--- src/rtl/usb_tx_encoder.sv ---
// USB full-speed TX line encoder: LSB-first byte shifter, bit stuffing, NRZI and EOP generation.
// Define USB_TX_STUFF_EN to enable bit stuffing; without it bits are NRZI-encoded raw (loopback/eye tests).
module usb_tx_encoder #(
  parameter int STUFF_LIMIT  = 6,
  parameter int EOP_SE0_BITS = 2
) (
  input  logic       clk,
  input  logic       n_rst,
  input  logic       bit_strobe,
  input  logic [7:0] tx_data,
  input  logic       tx_valid,
  output logic       tx_ready,
  input  logic       eop_req,
  output logic       dplus_out,
  output logic       dminus_out,
  output logic       busy,
  output logic       stuffing,
  output logic       underrun
);

  localparam int EW = (EOP_SE0_BITS < 2) ? 1 : $clog2(EOP_SE0_BITS + 1);

  typedef enum logic [2:0] {S_IDLE, S_SHIFT, S_STUFF, S_EOP_SE0, S_EOP_J} state_t;

  if (STUFF_LIMIT < 1 || STUFF_LIMIT > 7 || EOP_SE0_BITS < 1) begin : g_param_check
    $error("STUFF_LIMIT must be 1..7 and EOP_SE0_BITS at least 1");
  end

  state_t        r_state, w_state_next;
  logic [7:0]    r_hold, w_hold_next;
  logic          r_hold_full, w_hold_full_next;
  logic [7:0]    r_shift, w_shift_next;
  logic [2:0]    r_idx, w_idx_next;
  logic [EW-1:0] r_eop_cnt, w_eop_cnt_next;
  logic          r_line_j, w_line_j_next;   // NRZI reference level: 1 = J, 0 = K
  logic          r_dp, w_dp_next;
  logic          r_dm, w_dm_next;
  logic          r_busy, w_busy_next;
  logic          r_stuffing, w_stuffing_next;
  logic          r_underrun, w_underrun_next;

  logic w_stuff_due, w_in_stream, w_go_stuff, w_more_bits;
  logic w_next_bit, w_reload, w_end, w_bit, w_eop_done;

`ifdef USB_TX_STUFF_EN
  logic [2:0] r_ones, w_ones_next;
  assign w_stuff_due = (r_ones == 3'(STUFF_LIMIT));
`else
  assign w_stuff_due = 1'b0;
`endif

  // STUFF resumes at the "next data bit" rule, so it shares the stream decode with SHIFT.
  assign w_more_bits = (r_idx != 3'd0);
  assign w_in_stream = ((r_state == S_SHIFT) && !w_stuff_due) || (r_state == S_STUFF);
  assign w_go_stuff  = (r_state == S_SHIFT) && w_stuff_due;
  assign w_next_bit  = w_in_stream && w_more_bits;
  assign w_reload    = r_hold_full && ((r_state == S_IDLE) || (w_in_stream && !w_more_bits));
  assign w_end       = w_in_stream && !w_more_bits && !r_hold_full;
  assign w_bit       = w_reload ? r_hold[0] : r_shift[r_idx];
  assign w_eop_done  = (r_eop_cnt == EW'(EOP_SE0_BITS));

  always_ff @(posedge clk or negedge n_rst) begin
    if (!n_rst) r_state <= S_IDLE;
    else        r_state <= w_state_next;
  end

  always_comb begin
    w_state_next = r_state;
    if (bit_strobe) begin
      case (r_state)
        S_IDLE:    if (r_hold_full) w_state_next = S_SHIFT;
        S_SHIFT: begin
          if (w_go_stuff)  w_state_next = S_STUFF;
          else if (w_end)  w_state_next = S_EOP_SE0;
        end
        S_STUFF:   w_state_next = w_end ? S_EOP_SE0 : S_SHIFT;
        S_EOP_SE0: if (w_eop_done) w_state_next = S_EOP_J;
        S_EOP_J:   w_state_next = S_IDLE;
        default:   w_state_next = S_IDLE;
      endcase
    end
  end

  always_comb begin
    w_hold_next      = r_hold;
    w_hold_full_next = r_hold_full;
    w_shift_next     = r_shift;
    w_idx_next       = r_idx;
    w_eop_cnt_next   = r_eop_cnt;
    w_line_j_next    = r_line_j;
    w_dp_next        = r_dp;
    w_dm_next        = r_dm;
    w_busy_next      = r_busy;
    w_stuffing_next  = r_stuffing;
    w_underrun_next  = 1'b0;
`ifdef USB_TX_STUFF_EN
    w_ones_next      = r_ones;
`endif
    if (bit_strobe) begin
      w_busy_next     = (w_state_next != S_IDLE);
      w_stuffing_next = w_go_stuff;
      if (w_reload || w_next_bit) begin
        w_shift_next  = w_reload ? r_hold : r_shift;
        w_idx_next    = w_reload ? 3'd1 : r_idx + 3'd1;
        w_line_j_next = w_bit ? r_line_j : !r_line_j;
        w_dp_next     = w_line_j_next;
        w_dm_next     = !w_line_j_next;
        if (w_reload) w_hold_full_next = 1'b0;
`ifdef USB_TX_STUFF_EN
        w_ones_next   = !w_bit ? 3'd0 : (w_stuff_due ? r_ones : r_ones + 3'd1);
`endif
      end else if (w_go_stuff) begin
        w_line_j_next = !r_line_j;
        w_dp_next     = !r_line_j;
        w_dm_next     = r_line_j;
`ifdef USB_TX_STUFF_EN
        w_ones_next   = 3'd0;
`endif
      end else if (w_end) begin
        w_eop_cnt_next  = EW'(1);
        w_dp_next       = 1'b0;
        w_dm_next       = 1'b0;
        w_underrun_next = !eop_req;
      end else if (r_state == S_EOP_SE0) begin
        if (w_eop_done) begin
          w_line_j_next = 1'b1;
          w_dp_next     = 1'b1;
          w_dm_next     = 1'b0;
        end else begin
          w_eop_cnt_next = r_eop_cnt + EW'(1);
          w_dp_next      = 1'b0;
          w_dm_next      = 1'b0;
        end
      end else if (r_state == S_EOP_J) begin
        w_line_j_next = 1'b1;
        w_dp_next     = 1'b1;
        w_dm_next     = 1'b0;
`ifdef USB_TX_STUFF_EN
        w_ones_next   = 3'd0;
`endif
      end
    end
    // Decisions above use the pre-edge holding state; a byte accepted now is seen next strobe.
    if (tx_valid && !r_hold_full) begin
      w_hold_next      = tx_data;
      w_hold_full_next = 1'b1;
    end
  end

  always_ff @(posedge clk or negedge n_rst) begin
    if (!n_rst) begin
      r_hold      <= 8'd0;
      r_hold_full <= 1'b0;
      r_shift     <= 8'd0;
      r_idx       <= 3'd0;
      r_eop_cnt   <= '0;
      r_line_j    <= 1'b1;
      r_dp        <= 1'b1;
      r_dm        <= 1'b0;
      r_busy      <= 1'b0;
      r_stuffing  <= 1'b0;
      r_underrun  <= 1'b0;
`ifdef USB_TX_STUFF_EN
      r_ones      <= 3'd0;
`endif
    end else begin
      r_hold      <= w_hold_next;
      r_hold_full <= w_hold_full_next;
      r_shift     <= w_shift_next;
      r_idx       <= w_idx_next;
      r_eop_cnt   <= w_eop_cnt_next;
      r_line_j    <= w_line_j_next;
      r_dp        <= w_dp_next;
      r_dm        <= w_dm_next;
      r_busy      <= w_busy_next;
      r_stuffing  <= w_stuffing_next;
      r_underrun  <= w_underrun_next;
`ifdef USB_TX_STUFF_EN
      r_ones      <= w_ones_next;
`endif
    end
  end

  assign tx_ready   = !r_hold_full;
  assign dplus_out  = r_dp;
  assign dminus_out = r_dm;
  assign busy       = r_busy;
  assign stuffing   = r_stuffing;
  assign underrun   = r_underrun;

endmodule

--- config.mk ---
export PLATFORM = sky130hd
export DESIGN_NAME = usb_tx_encoder
export DESIGN_NICKNAME = d
export VERILOG_FILES = /design/src/rtl/usb_tx_encoder.sv
export SDC_FILE = /design/constraint.sdc
export NUM_CORES = 1
export LEC_CHECK = 0
export ABC_AREA = 1
export BUFFER_PORTS_ARGS = -buffer_cell sky130_fd_sc_hd__buf_4
export CAP_MARGIN = 20
export CORE_AREA = 2 2 55 57
export DETAILED_ROUTE_END_ITERATION = 12
export DIE_AREA = 0 0 57 59
export PLACE_DENSITY = 0.77
export SLEW_MARGIN = 30
export SYNTH_ARGS = -nofsm -noshare
export SYNTH_HDL_FRONTEND = slang
export SYNTH_SLANG_ARGS = --single-unit
--- constraint.sdc ---
create_clock -name clk -period 2.01 [get_ports clk]
set_clock_uncertainty 0.1 [all_clocks]
set_input_delay 0.201 -clock clk [delete_from_list [all_inputs] [get_ports clk]]
set_output_delay 0.201 -clock clk [all_outputs]
set_load 0.01 [all_outputs]
# ---- Word-level counts from Yosys, hierarchy flattened
# Index checks and enable logic that the tools add are counted.
dict set report classes {
  reduce_logical 28
  n_lt_le_gt_ge 1
  bitwise 1
  eq_ne 8
  n_mux 34
  n_addsub 2
}
# cell n
set ops {}
lappend ops {{1-bit 2-to-1 mux} 23}
lappend ops {{3-bit 2-to-1 mux} 5}
lappend ops {{3-bit one-hot mux with 4 select lines} 1}
lappend ops {{3-bit nonzero test} 3}
lappend ops {{2-bit 2-to-1 mux} 4}
lappend ops {{4-bit AND reduction} 2}
lappend ops {{2-bit nonzero test} 4}
lappend ops {{3-bit by 2-bit equality test with 1-bit output (second input constant)} 2}
lappend ops {{3-bit AND reduction} 2}
lappend ops {{1-bit logical AND} 5}
lappend ops {{1-bit zero test} 5}
lappend ops {{3-bit by 4-bit less-than comparator with 1-bit output (second input constant)} 1}
lappend ops {{2-bit AND reduction} 2}
lappend ops {{4-bit nonzero test} 1}
lappend ops {{3-bit by 1-bit adder with 3-bit output (second input constant)} 1}
lappend ops {{1-bit binary-select mux with 3-bit select} 1}
lappend ops {{3-bit by 1-bit equality test with 1-bit output (second input constant)} 1}
lappend ops {{3-bit equality test (second input constant)} 1}
lappend ops {{3-bit zero test} 1}
lappend ops {{1-bit logical OR} 3}
lappend ops {{3-bit inequality test (second input constant)} 1}
lappend ops {{2-bit by 1-bit adder with 2-bit output (second input constant)} 1}
lappend ops {{2-bit equality test (second input constant)} 1}
lappend ops {{2-bit by 1-bit inequality test with 1-bit output (second input constant)} 1}
lappend ops {{other kinds (2)} 2}
dict set report totals {
  out_inout_bits 6
  inputBits 13
  ff_bits 30
  elab_cells 85
}

# ---- Logic depth before layout (Yosys ltp)
dict set report logic_depth {
  ltp_word 9
  depth_mapped 13
  depth_no_buf 13
}

# ---- Worst setup path after synthesis
# Ideal clock, no wire load.
dict set report synth_timing {
  path_type {flip-flop to flip-flop}
  from {reg r_idx[0]}
  to {reg r_shift[6]}
  synth_period_minus_slack_ns 1.699
  stages_incl_launch_ff 13
  path_slack_ns 0.311
  required_ns 1.793
  path_buffers 1
  t_arrival_ns 1.482
  setup_ns 0.117
  cell_sequence {dfrtp_1 > inv_2 > ha_1 > inv_1 > nor2_4 > nand3_2 > nand2_2 > nand2_4 > nor2_4 > inv_2 > buf_12 > nand2_2 > o21ai_2}
}
dict set report synth_between {
  elab_chain_len 7
  word_cells_on_any_way 8
  classes_between {reduce/logical (8)}
}
# element line_no
set synth_rtl {}
lappend synth_rtl {{start: declaration} 33} ;# logic [2:0] r_idx, w_idx_next;
lappend synth_rtl {{start signal: assignment} 170} ;# r_idx <= w_idx_next;
lappend synth_rtl {{3-bit nonzero test *} 53} ;# assign w_more_bits = (r_idx != 3'd0);
lappend synth_rtl {{1-bit zero test} 57} ;# assign w_reload = r_hold_full && ((r_state == S_IDLE) || (w_in_stream && !w_more_bits));
lappend synth_rtl {{1-bit logical AND} 57}
lappend synth_rtl {{1-bit logical OR} 57}
lappend synth_rtl {{1-bit logical AND} 57}
lappend synth_rtl {{1-bit logical OR} 102} ;# if (w_reload || w_next_bit) begin
lappend synth_rtl {{3-bit AND reduction (no source line) *} n/a}
lappend synth_rtl {{end signal: assignment} 169} ;# r_shift <= w_shift_next;
lappend synth_rtl {{end: declaration} 32} ;# logic [7:0] r_shift, w_shift_next;
# Every way passes the cells marked *; elsewhere a longest branch is shown, timed or not.
# A chain may end at the register's enable or synchronous reset.

# ---- Worst setup path after layout
dict set report layout_timing {
  from {reg r_idx[0]}
  to {reg r_shift[5]}
}
# The elaborated chain is that of the path after synthesis.

==> metrics.md <==
| Metric | Value |
|---|---|
| Status | completed |
| Largest driver fanout on the critical path | 16 |
| Final cycle utilization of the critical path | 0.9288 |
| Routed wire length per instance | 11.73 um |
| Post-detailed-placement half-perimeter wirelength | ~2000 um |
| Buffer type at the clock tree root | sky130_fd_sc_hd__clkbuf_4 |
| Logic pwr share | 0.476 |
| Capturing element type of the critical path | flop |
| Mux contribution to synthesized area | 0 |
| Data arrival time of the worst path | 1.98 ns |
| Cell-internal power | 1705 uW |
| End-of-flow core utilization | 0.6487 |
| Data required time of the critical path | 2.12 ns |
| Reported net switching power | 1271 uW |
| Static Leak | about 0.0009 uW |
| Number of buffer and inverter stages on the critical path | 3 |
| Final Critical Period | about 1.9 ns |
| Final antenna-violating net count | 0 |
| Pin count of the biggest net entering global routing | 31 |
| Flop and latch count out of synthesis | 30 |
| Global routing usage summed across all routing layers | 0.1890 |
| Total of buffers placed on input and output ports | 17 |
| Part of the total power dissipated in the clock network | 0.156 |
| Share of the yosys chip area belonging to registers | 0.5012 |
| Synthesized net count | 189 |
| Slowest cell on crit path | sky130_fd_sc_hd__dfrtp_2 |
| CP Class | reg2reg |
| Top-Level Pins | 19 |
| Chain of cells forming the critical path | inv_2, ha_1, inv_1, nor2_4, nand3_2, nand2_2, nand2_4, nor2_4, inv_2, nand2_1, o21ai_2 |
| Top delay family on crit path | simple AND/OR/NAND/NOR gates |
| Worst Hold Class | in2reg |
| TritonCTS Buffers | 5 |
| Multi-input gate area in the final layout | 623.1 um2 |
| Final setup viols | 0 |
| Grt total ovfl | 0 |
| Fin cells | 231 |
| Maximum root-to-sink buffer count | 2 |
| Core region area | roughly 0.0027 mm2 |
| Simple-gate area share of the yosys netlist | 0.2523 |
| Routability-driven placement congestion ratio | 0.9401 |
| DRC viols | 0 |
| Hold violation total from the final report | 0 |
| Number of global-route vias before repair | roughly 1200 |
| Clock Sinks | 30 |
| Area Overhead vs Synth | 16.99% |
| Nets | 215 |
| Initial antenna violation count | 0 |
| Complex-gate fraction of the synthesized area | 0.1291 |
| Switching power as a share of total power | 0.4271 |
| Placed cells | approximately 220 |
| Antenna cell count | 0 |
| Average footprint of a synthesized cell | 8.686 um2 |
| Fraction of layout instances using a drive strength above 1 | 0.2700 |
| Die width | 57 um |
| Routed via count divided by cell count | 5.199 |
| Sequential cell area | 754.5 um2 |
| Commonest cells post-synth | sky130_fd_sc_hd__nand2_1, sky130_fd_sc_hd__dfrtp_1, sky130_fd_sc_hd__inv_1 |
| Detailed Route Iter0 Violations | 47 |
| Overall via count from detail_route | 1201 |
| Arithmetic-cell share of the synthesized area counting full adders, half adders and majority gates | 0.02498 |
| CP startpoint kind | flop |
| Total detailed-routing wirelength | 2709 um |
| Top post-synthesis cells by area | sky130_fd_sc_hd__dfrtp_1, sky130_fd_sc_hd__nand2_1, sky130_fd_sc_hd__inv_1 |
| Worst-path clk slew | roughly 0.09 ns |
| Clock tree from TritonCTS | built |
| Number of iterations in the first detailed-routing pass | 4 |
| Number of cell rows | 19 |
| Power density of the placed cells | 1693 mW/mm2 |
| Cell area after synthesis | 0.001503 mm2 |
| Pins over their slew limit | 0 |
| Most common cell in the netlist | sky130_fd_sc_hd__nand2_1 |
| Worst supply voltage drop on vdd | 1.215 mV |
| Worst slew pin tran | 0.5115 ns |
| Unique masters post-synth | 26 |
| Post-synthesis async set-or-reset flop share | 1.000 |
| Biggest area consumer among synthesized cells | sky130_fd_sc_hd__dfrtp_1 |
| Area enclosed by the die boundary | 0.003363 mm2 |
| Highest clock rate | 0.5357 GHz |
| Clock H-tree levels | 2 |
| Number of max-capacitance violations reported | 0 |
| Syn. warnings | 0 |
| Wire length of the first global-routing pass | 4878 um |
| Critical path's largest stage delay | between 0.4 and 0.5 ns |
| Xor/xnor share of the synthesized area | 0.005828 |
| Vertical die dimension | 59 um |
| Sum of internal, switching and leakage power | 2975 uW |
| Count of mapped cells out of synthesis | 173 |
| Top FF cell, synth | sky130_fd_sc_hd__dfrtp_1 |
| Initial Util | 0.5545 |
| Clock latency of the later-clocked register in the worst-skew pair | 0.33 ns |
| Count of flip-flops with a built-in enable after synthesis | 0 |
| Share of the synthesized area in the top cell type | 0.4663 |
| Dominant combinational cell family by area after synthesis | simple AND/OR/NAND/NOR gates |
| Setup WS pre-CTS | around 0.13 ns |
| Final worst slack | 0.1432 ns |
| Sequential power share | 0.368 |
| Worst-case headroom to the max-slew limit | 0.6582 |
| Fill cell instance count of the final layout | between 200 and 250 |
-- routing by layer --
metal,up-vias,wire [um],track usage
li1,604,-,-
met1,566,1251,0.2446
met2,27,1296,0.3120
met3,4,124,0.04585
met4,0,36,0.06977
met5,-,0,0
-- stage by stage --
| step | instance area [um2] | hold WS [ns] | setup TNS, ns |
|---|---|---|---|
| after global placement | 1637 | 0.04229 | 0 |
| final | 1758 | 0.01456 | 0 |
| after detailed placement | 1637 | 0.05091 | 0 |
| after CTS | 1742 | 0.004763 | 0 |
| after floorplan | 1503 | -0.1946 | 0 |
| after global routing | 1758 | 0.02304 | -0.03396 |
-- layout make-up --
class                      instances  area share
inverter                          25     0.05338
clock inverter                     1     0.01708
clock buffer                       7     0.02562
sequential                        30      0.4292
multi-input combinational        115      0.3544
timing repair buffer              22     0.09822
tap                               31     0.02206
-- worst reg2reg max path, cell delays in order, from the launching register on --
cell and delay, ns:
sky130_fd_sc_hd__dfrtp_2 0.47, sky130_fd_sc_hd__inv_2 0.13, sky130_fd_sc_hd__ha_1 0.16, sky130_fd_sc_hd__inv_1 0.06
sky130_fd_sc_hd__nor2_4 0.13, sky130_fd_sc_hd__nand3_2 0.10, sky130_fd_sc_hd__nand2_2 0.10, sky130_fd_sc_hd__nand2_4 0.09
sky130_fd_sc_hd__nor2_4 0.10, sky130_fd_sc_hd__inv_2 0.15, sky130_fd_sc_hd__nand2_1 0.12, sky130_fd_sc_hd__o21ai_2 0.06
-- cell usage in the layout, fill, tap and decap left out, drive strengths merged --
cell type     n
o21ai        20
xor2          1
or2           1
nor2         18
bufinv        1
a21oi         9
buf          19
dfstp         2
dfrtp        28
nand2        43
conb          1
nand4         3
clkbuf        7
nand3        14
ha            3
nor3          1
dlygate4sd3   3
o21bai        1
inv          25
-- power groups by stage --
stage / logic (uW) / clock network [uW] / registers (uW)
floorplan: 1120 / 0 / 1070
global placement: 1330 / 0 / 1090
detailed placement: 1390 / 0 / 1100
CTS: 1400 / 477 / 1090
global route: 1620 / 503 / 1130
finish: 1420 / 463 / 1100
-- timing repair --
action	CTS	global route
buffers inserted	0	2
hold buffers	3	0
endpoints found under the hold margin	32	0
resized for setup	0	1
endpoints found under the setup margin	0	12
-- logic make-up (layout without fill, tap and decap cells) --
group	count (synthesis)	after routing
AO/OA/AOI/OAI	30	30
XOR/XNOR	1	1
adder cells (fa/ha/maj)	3	3
buffers and inverters	28	55
flip-flops	30	30
other	1	1
AND/OR/NAND/NOR	80	80
-- worst paths after layout --
kind	from	end	slack, ns	depth (start not counted)
worst max-delay path	r_idx[0]$_DFFE_PN0P_	r_shift[5]$_DFFE_PN0P_	0.14	11
worst min-delay path	tx_data[6]	r_hold[6]$_DFFE_PN0P_	0.01	3
worst max register to register	r_idx[0]$_DFFE_PN0P_	r_shift[5]$_DFFE_PN0P_	0.14	11
worst min register to register	dplus_out$_DFFE_PN1P_	dplus_out$_DFFE_PN1P_	0.38	2
max in group asynchronous	n_rst	dplus_out$_DFFE_PN1P_	1.28	2
min in group asynchronous	n_rst	r_hold[7]$_DFFE_PN0P_	0.22	2
-- state kept, by name (all words and copies together), names as in the netlist --
| signal | cells |
|---|---|
| r_hold | 8 |
| r_shift | 8 |
| r_idx | 3 |
| r_state | 3 |
| r_eop_cnt | 2 |
| busy | 1 |
| dminus_out | 1 |
| dplus_out | 1 |
| r_hold_full | 1 |
| r_line_j | 1 |
| underrun | 1 |
Power figures use the tool's default switching activity.
